===== src/rtl/mix_columns_ctrl_if.sv =====
// Signal bundle between mix_columns_ctrl and its environment.
// The last_round input exists only when MIXCOL_LAST_ROUND_EN is defined.
interface mix_columns_ctrl_if;
    logic         start;
    logic [127:0] state_in;
    logic [7:0]   mc_result;
`ifdef MIXCOL_LAST_ROUND_EN
    logic         last_round;
`endif
    logic [1:0]   mc_row;
    logic [7:0]   mc_col0;
    logic [7:0]   mc_col1;
    logic [7:0]   mc_col2;
    logic [7:0]   mc_col3;
    logic [127:0] state_out;
    logic         busy;
    logic         done;

    modport slave (
`ifdef MIXCOL_LAST_ROUND_EN
        input  last_round,
`endif
        input  start, state_in, mc_result,
        output mc_row, mc_col0, mc_col1, mc_col2, mc_col3, state_out, busy, done
    );

    modport master (
`ifdef MIXCOL_LAST_ROUND_EN
        output last_round,
`endif
        output start, state_in, mc_result,
        input  mc_row, mc_col0, mc_col1, mc_col2, mc_col3, state_out, busy, done
    );
endinterface


===== src/rtl/mix_columns_ctrl.sv =====
// Sequences one AES MixColumns pass through an external byte-wide mixColumns unit, one byte per cycle.
// MIXCOL_LAST_ROUND_EN adds a last_round input that bypasses the pass (state_in copied to state_out).
module mix_columns_ctrl (
    input  logic             clk,
    input  logic             rst_n,
    mix_columns_ctrl_if.slave bus
);
    typedef enum logic [1:0] {IDLE, RUN, DONE} state_e;

    state_e       state_q, state_d;
    logic [3:0]   cnt_q, cnt_d;
    logic [127:0] buf_q, buf_d;
    logic [127:0] out_q, out_d;
    logic [1:0]   row_q, row_d;
    logic [7:0]   col_q [4];
    logic [7:0]   col_d [4];
    logic         last_round;

`ifdef MIXCOL_LAST_ROUND_EN
    assign last_round = bus.last_round;
`else
    assign last_round = 1'b0;
`endif

    // Byte k lives at bits 127-8k downto 120-8k; 15-k is simply ~k for a 4-bit index.
    function automatic logic [7:0] byte_of(input logic [127:0] s, input logic [3:0] k);
        return s[{~k, 3'b000} +: 8];
    endfunction

    always_comb begin
        state_d = state_q;
        cnt_d   = cnt_q;
        buf_d   = buf_q;
        out_d   = out_q;
        row_d   = row_q;
        col_d   = col_q;
        case (state_q)
            IDLE: begin
                if (bus.start) begin
                    buf_d = bus.state_in;
                    cnt_d = 4'd0;
                    row_d = 2'd0;
                    for (int r = 0; r < 4; r++)
                        col_d[r] = byte_of(bus.state_in, {2'b00, 2'(r)});
                    if (last_round) begin
                        out_d   = bus.state_in;
                        state_d = DONE;
                    end else begin
                        state_d = RUN;
                    end
                end
            end
            RUN: begin
                out_d[{~cnt_q, 3'b000} +: 8] = bus.mc_result;
                cnt_d = cnt_q + 4'd1;
                // Pre-load the unit's operands for the next byte so they come straight from flops.
                row_d = cnt_d[1:0];
                for (int r = 0; r < 4; r++)
                    col_d[r] = byte_of(buf_q, {cnt_d[3:2], 2'(r)});
                if (cnt_q == 4'd15)
                    state_d = DONE;
            end
            DONE:    state_d = IDLE;
            default: state_d = IDLE;
        endcase
    end

    always_ff @(posedge clk) begin
        if (!rst_n) begin
            state_q <= IDLE;
            cnt_q   <= 4'd0;
            buf_q   <= '0;
            out_q   <= '0;
            row_q   <= 2'd0;
            for (int r = 0; r < 4; r++)
                col_q[r] <= 8'd0;
        end else begin
            state_q <= state_d;
            cnt_q   <= cnt_d;
            buf_q   <= buf_d;
            out_q   <= out_d;
            row_q   <= row_d;
            col_q   <= col_d;
        end
    end

    assign bus.mc_row    = row_q;
    assign bus.mc_col0   = col_q[0];
    assign bus.mc_col1   = col_q[1];
    assign bus.mc_col2   = col_q[2];
    assign bus.mc_col3   = col_q[3];
    assign bus.state_out = out_q;
    // Status is forced low while reset is held, even before the reset edge lands.
    assign bus.busy      = rst_n && (state_q != IDLE);
    assign bus.done      = rst_n && (state_q == DONE);
endmodule


===== src/flat_wrapper.sv =====
// flat-port wrapper written by rule: the top's interface ports become plain ports
module mix_columns_ctrl_flat 
  (clk, rst_n, bus_start, bus_state_in, bus_mc_result, bus_mc_row, bus_mc_col0, bus_mc_col1, bus_mc_col2, bus_mc_col3, bus_state_out, bus_busy, bus_done);
  mix_columns_ctrl_if bus_i ();
  input  logic clk;
  input  logic rst_n;
  input wire logic [$bits(bus_i.start)-1:0] bus_start;
  input wire logic [$bits(bus_i.state_in)-1:0] bus_state_in;
  input wire logic [$bits(bus_i.mc_result)-1:0] bus_mc_result;
  output wire logic [$bits(bus_i.mc_row)-1:0] bus_mc_row;
  output wire logic [$bits(bus_i.mc_col0)-1:0] bus_mc_col0;
  output wire logic [$bits(bus_i.mc_col1)-1:0] bus_mc_col1;
  output wire logic [$bits(bus_i.mc_col2)-1:0] bus_mc_col2;
  output wire logic [$bits(bus_i.mc_col3)-1:0] bus_mc_col3;
  output wire logic [$bits(bus_i.state_out)-1:0] bus_state_out;
  output wire logic [$bits(bus_i.busy)-1:0] bus_busy;
  output wire logic [$bits(bus_i.done)-1:0] bus_done;
  assign bus_i.start = bus_start;
  assign bus_i.state_in = bus_state_in;
  assign bus_i.mc_result = bus_mc_result;
  assign bus_mc_row = bus_i.mc_row;
  assign bus_mc_col0 = bus_i.mc_col0;
  assign bus_mc_col1 = bus_i.mc_col1;
  assign bus_mc_col2 = bus_i.mc_col2;
  assign bus_mc_col3 = bus_i.mc_col3;
  assign bus_state_out = bus_i.state_out;
  assign bus_busy = bus_i.busy;
  assign bus_done = bus_i.done;
  mix_columns_ctrl u_core (.clk(clk), .rst_n(rst_n), .bus(bus_i));
endmodule

===== config.mk =====
export PLATFORM = sky130hd
export DESIGN_NAME = mix_columns_ctrl_flat
export DESIGN_NICKNAME = d
export VERILOG_FILES = /design/src/rtl/mix_columns_ctrl_if.sv /design/src/rtl/mix_columns_ctrl.sv /design/src/flat_wrapper.sv
export SDC_FILE = /design/constraint.sdc
export NUM_CORES = 1
export LEC_CHECK = 0
export BUFFER_PORTS_ARGS = -buffer_cell sky130_fd_sc_hd__buf_4
export CELL_PAD_IN_SITES_DETAIL_PLACEMENT = 1
export CELL_PAD_IN_SITES_GLOBAL_PLACEMENT = 2
export CORE_MARGIN = 1
export CORE_UTILIZATION = 28
export DETAILED_ROUTE_END_ITERATION = 7
export HOLD_SLACK_MARGIN = 0.05
export PLACE_DENSITY_LB_ADDON = 0.1
export SYNTH_ARGS = -nofsm -noshare
export SYNTH_HDL_FRONTEND = slang
export SYNTH_SLANG_ARGS = --single-unit

===== constraint.sdc =====
create_clock -name clk -period 1.9 [get_ports clk]
set_input_delay 0.38 -clock clk [delete_from_list [all_inputs] [get_ports clk]]
set_output_delay 0.38 -clock clk [all_outputs]
set_load 0.01 [all_outputs]

==> flow_summary.ini <==
[yosys]
postSynthAreaPerCell_um2 = 9.10
yosysWarnings = 0
synth_edf_count = 0
syn_inst = 1324
yosys.area_share.simple = 0.183
synth_compound_area_frac = 0.121
synthXorXnorAreaFrac = 0.00364
ys_types = 47
synth_fa_ha_area_frac = 0.00312
syn_area_um2 = 12000
synthesis.nets = 1466
yosysSeqAreaShare = 0.489
synth_seq_cells = 294
synthArstFlopShare = 0
synthFlopType = dfxtp_1
synth_top_family_by_area = simple AND/OR/NAND/NOR gates
synth_mux_area_frac = 0.160

[clocking]
clk_latency_ns = 0.54
h-tree-depth = 2
postCtsHoldBufs = 0
cts_made_buffers = 36
cts_tree = done
cts-root-buf = clkbuf_16
cts_max_path_buffers = 3
cts.clk_slew.worst_paths_ns = 0.06
cts_num_sinks = 294

[finish]
final_common_cell = nand2_1
final_cells = 2196
area_delta_synth_final_pct = 39.5
final_area_um2 = 16800
drive_gt1_frac = 0.306
nFillCells = 4889
fin_nets = 1777
layout_common_cells = nand2_1 (419), buf_4 (335), dfxtp_1 (289)

[run]
drv_cap = 0

[worst_setup_path]
crit_chain = ha_4 > nand2b_1 > and2_4 > clkbuf_16 > mux4_2 > a22o_1
crit_buf_inv = 1
reg2reg_to = u_core.bus.mc_col2[2]$_SDFFE_PN0P_
cp_slowest_cell = mux4_2
worstSetupPathType = reg2reg
cp_max_fo = 7
required_ns = 2.33
r2r_setup_slack_ns = -0.02
arrival_ns = 2.35
critPathTopFamily = multiplexers
cp-end-kind = flip-flop
reg2reg_from = u_core.cnt_q[0]$_SDFFE_PN0P_
reg2reg_depth = 6
start_kind = flip-flop
crit_start = u_core.cnt_q[0]$_SDFFE_PN0P_
max_stage_delay_ns = 0.49

[floorplan]
die_y_um = 209
rows = 75
core_area_um2 = 42200
die_w_um = 209
dieArea_um2 = 43800
io_pins = 303
start_util = 0.285

[drt]
drtIter0Drc = 483
drc_errors = 0
drt_first_pass_iters = 4
wire_per_inst_um = 19.4
viasPerCell = 4.78
drt-total-wl_um = 42600
via_count = 10500
ant_nets = 0

[global_routing]
grt_usage = 0.189
antenna_found_initial = 3
grt_pass1_wl_um = 63800
grt_overflow = 0
first_global_vias = 10700
grt_max_degree = 105

[place]
post-place-ws_ns = -0.0749
placed_cells = 2119
gp_congestion = 0.751
port_buffers = 302
dp_hpwl_um = 28700
place_area_um2 = 15300

[run_status]
status = finished with violations
violations = setup timing

[power]
vdd_drop_max_v = 0.000525
p_per_area_nw_per_um2 = 883
power_leakage_nw = 6.98

[sta]
setup_violations = 8
fin_crit_ns = 1.92
fin_skew_ns = 0.0109
fin_crit_sh = 1.01
slew_violations = 0
hold_violations = 0
final.setup.tns_ns = -0.0673
relSlewSlack = 0.598
worst_slack_ns = -0.0209
worstMarginPinSlew_ns = 0.603
rsz0062_at_grt = true
fmax_mhz = 521

[worst_hold_path]
hold_start = bus_state_in[69]
worstHoldEndpoint = u_core.buf_q[69]$_SDFFE_PN0P_
hp-class = in2reg
whs_path_depth = 3
[flip-flops by register name, indices dropped and copies added, names as in the netlist]
| name | cells |
|---|---|
| u_core.bus.mc_col1 | 8 |
| u_core.cnt_q | 4 |
| u_core.state_q | 2 |
| u_core.bus.mc_col3 | 8 |
| u_core.bus.mc_col2 | 8 |
| u_core.bus.mc_col0 | 8 |
| u_core.buf_q | 128 |
| u_core.bus.state_out | 128 |
[layout make-up]
class	instances	area, µm²	area share
sequential	294	5900	0.351
multi-input combinational	927	5790	0.345
tap	539	674	0.0401
inverter	3	18.8	0.00112
clock buffer	49	1030	0.0614
antenna	1	2.50	0.000149
timing repair buffer	373	3260	0.194
clock inverter	10	135	0.00804
[power breakdown]
part	total (mW)	internal, mW	switching, mW
combinational	1.44	0.647	0.792
clock	6.87	4.19	2.68
sequential	6.52	6.39	0.131
[worst max path at each step]
stage / end / slack (ns) / cells past startpoint
2_1_floorplan: u_core.bus.mc_col1[2]$_SDFFE_PN0P_ / 0.009 / 8
3_3_place_gp: u_core.bus.state_out[68]$_SDFFE_PN0P_ / -0.009 / 7
3_5_place_dp: u_core.bus.state_out[65]$_SDFFE_PN0P_ / -0.07 / 7
4_1_cts: bus_busy / -0.01 / 5
5_1_grt: u_core.bus.state_out[120]$_SDFFE_PN0P_ / -0.12 / 6
6_report: u_core.bus.mc_col2[2]$_SDFFE_PN0P_ / -0.02 / 6
[synthesized netlist by cell type, types with 3 or more instances]
cell	count	area share
nor2_1	15	0.0047
o21ai_0	33	0.014
nor2b_1	23	0.012
a21oi_1	161	0.067
nand2b_1	3	0.0016
buf_4	6	0.0037
a22oi_1	13	0.0081
ha_1	3	0.0031
a21oi_2	3	0.0022
inv_1	3	0.00093
a22o_1	21	0.015
nor2_2	4	0.0021
clkbuf_1	68	0.021
mux2i_1	120	0.10
dfxtp_1	294	0.49
nand4_2	4	0.0042
nand2_1	421	0.13
buf_6	3	0.0028
nand3_1	27	0.011
nor3_1	3	0.0012
buf_2	20	0.0083
mux4_2	32	0.060
o2bb2ai_1	11	0.0080
[routing by layer]
metal  global-route usage  part of all wire  vias up
li1                     -                 -     5137
met1                0.243              0.45     5081
met2                0.322              0.49      221
met3               0.0417             0.044       51
met4               0.0454             0.016        4
met5                    0           0.00073        -
[per-stage QoR]
stage               total power, mW  hold slack, ns  utilization
floorplan                      7.35           0.433            -
global placement               8.09           0.439        0.362
detailed placement             8.11           0.447        0.362
CTS                            15.1          0.0580        0.391
global route                   15.5          0.0640        0.398
finish                         14.8          0.0886        0.398
[logic make-up after synthesis]
logic type | count (synthesis)
buffers and inverters | 103
XOR/XNOR | 2
AND/OR/NAND/NOR | 519
flip-flops | 294
AO/OA/AOI/OAI | 251
multiplexers | 152
adder cells (fa/ha/maj) | 3
[worst min-delay path: cells and delay by family]
family	cells	cell delay, ns
AOI/OAI and AO/OA	1	0.05
buffers and inverters	1	0.11
and+or+nand+nor	1	0.04
[repair_timing]
item	in CTS	in global routing
resized for setup	10	22
cloned	0	4
pin swaps	2	9
setup buffers	4	9
endpoints found under the setup margin	34	112
Power figures use the tool's default switching activity.
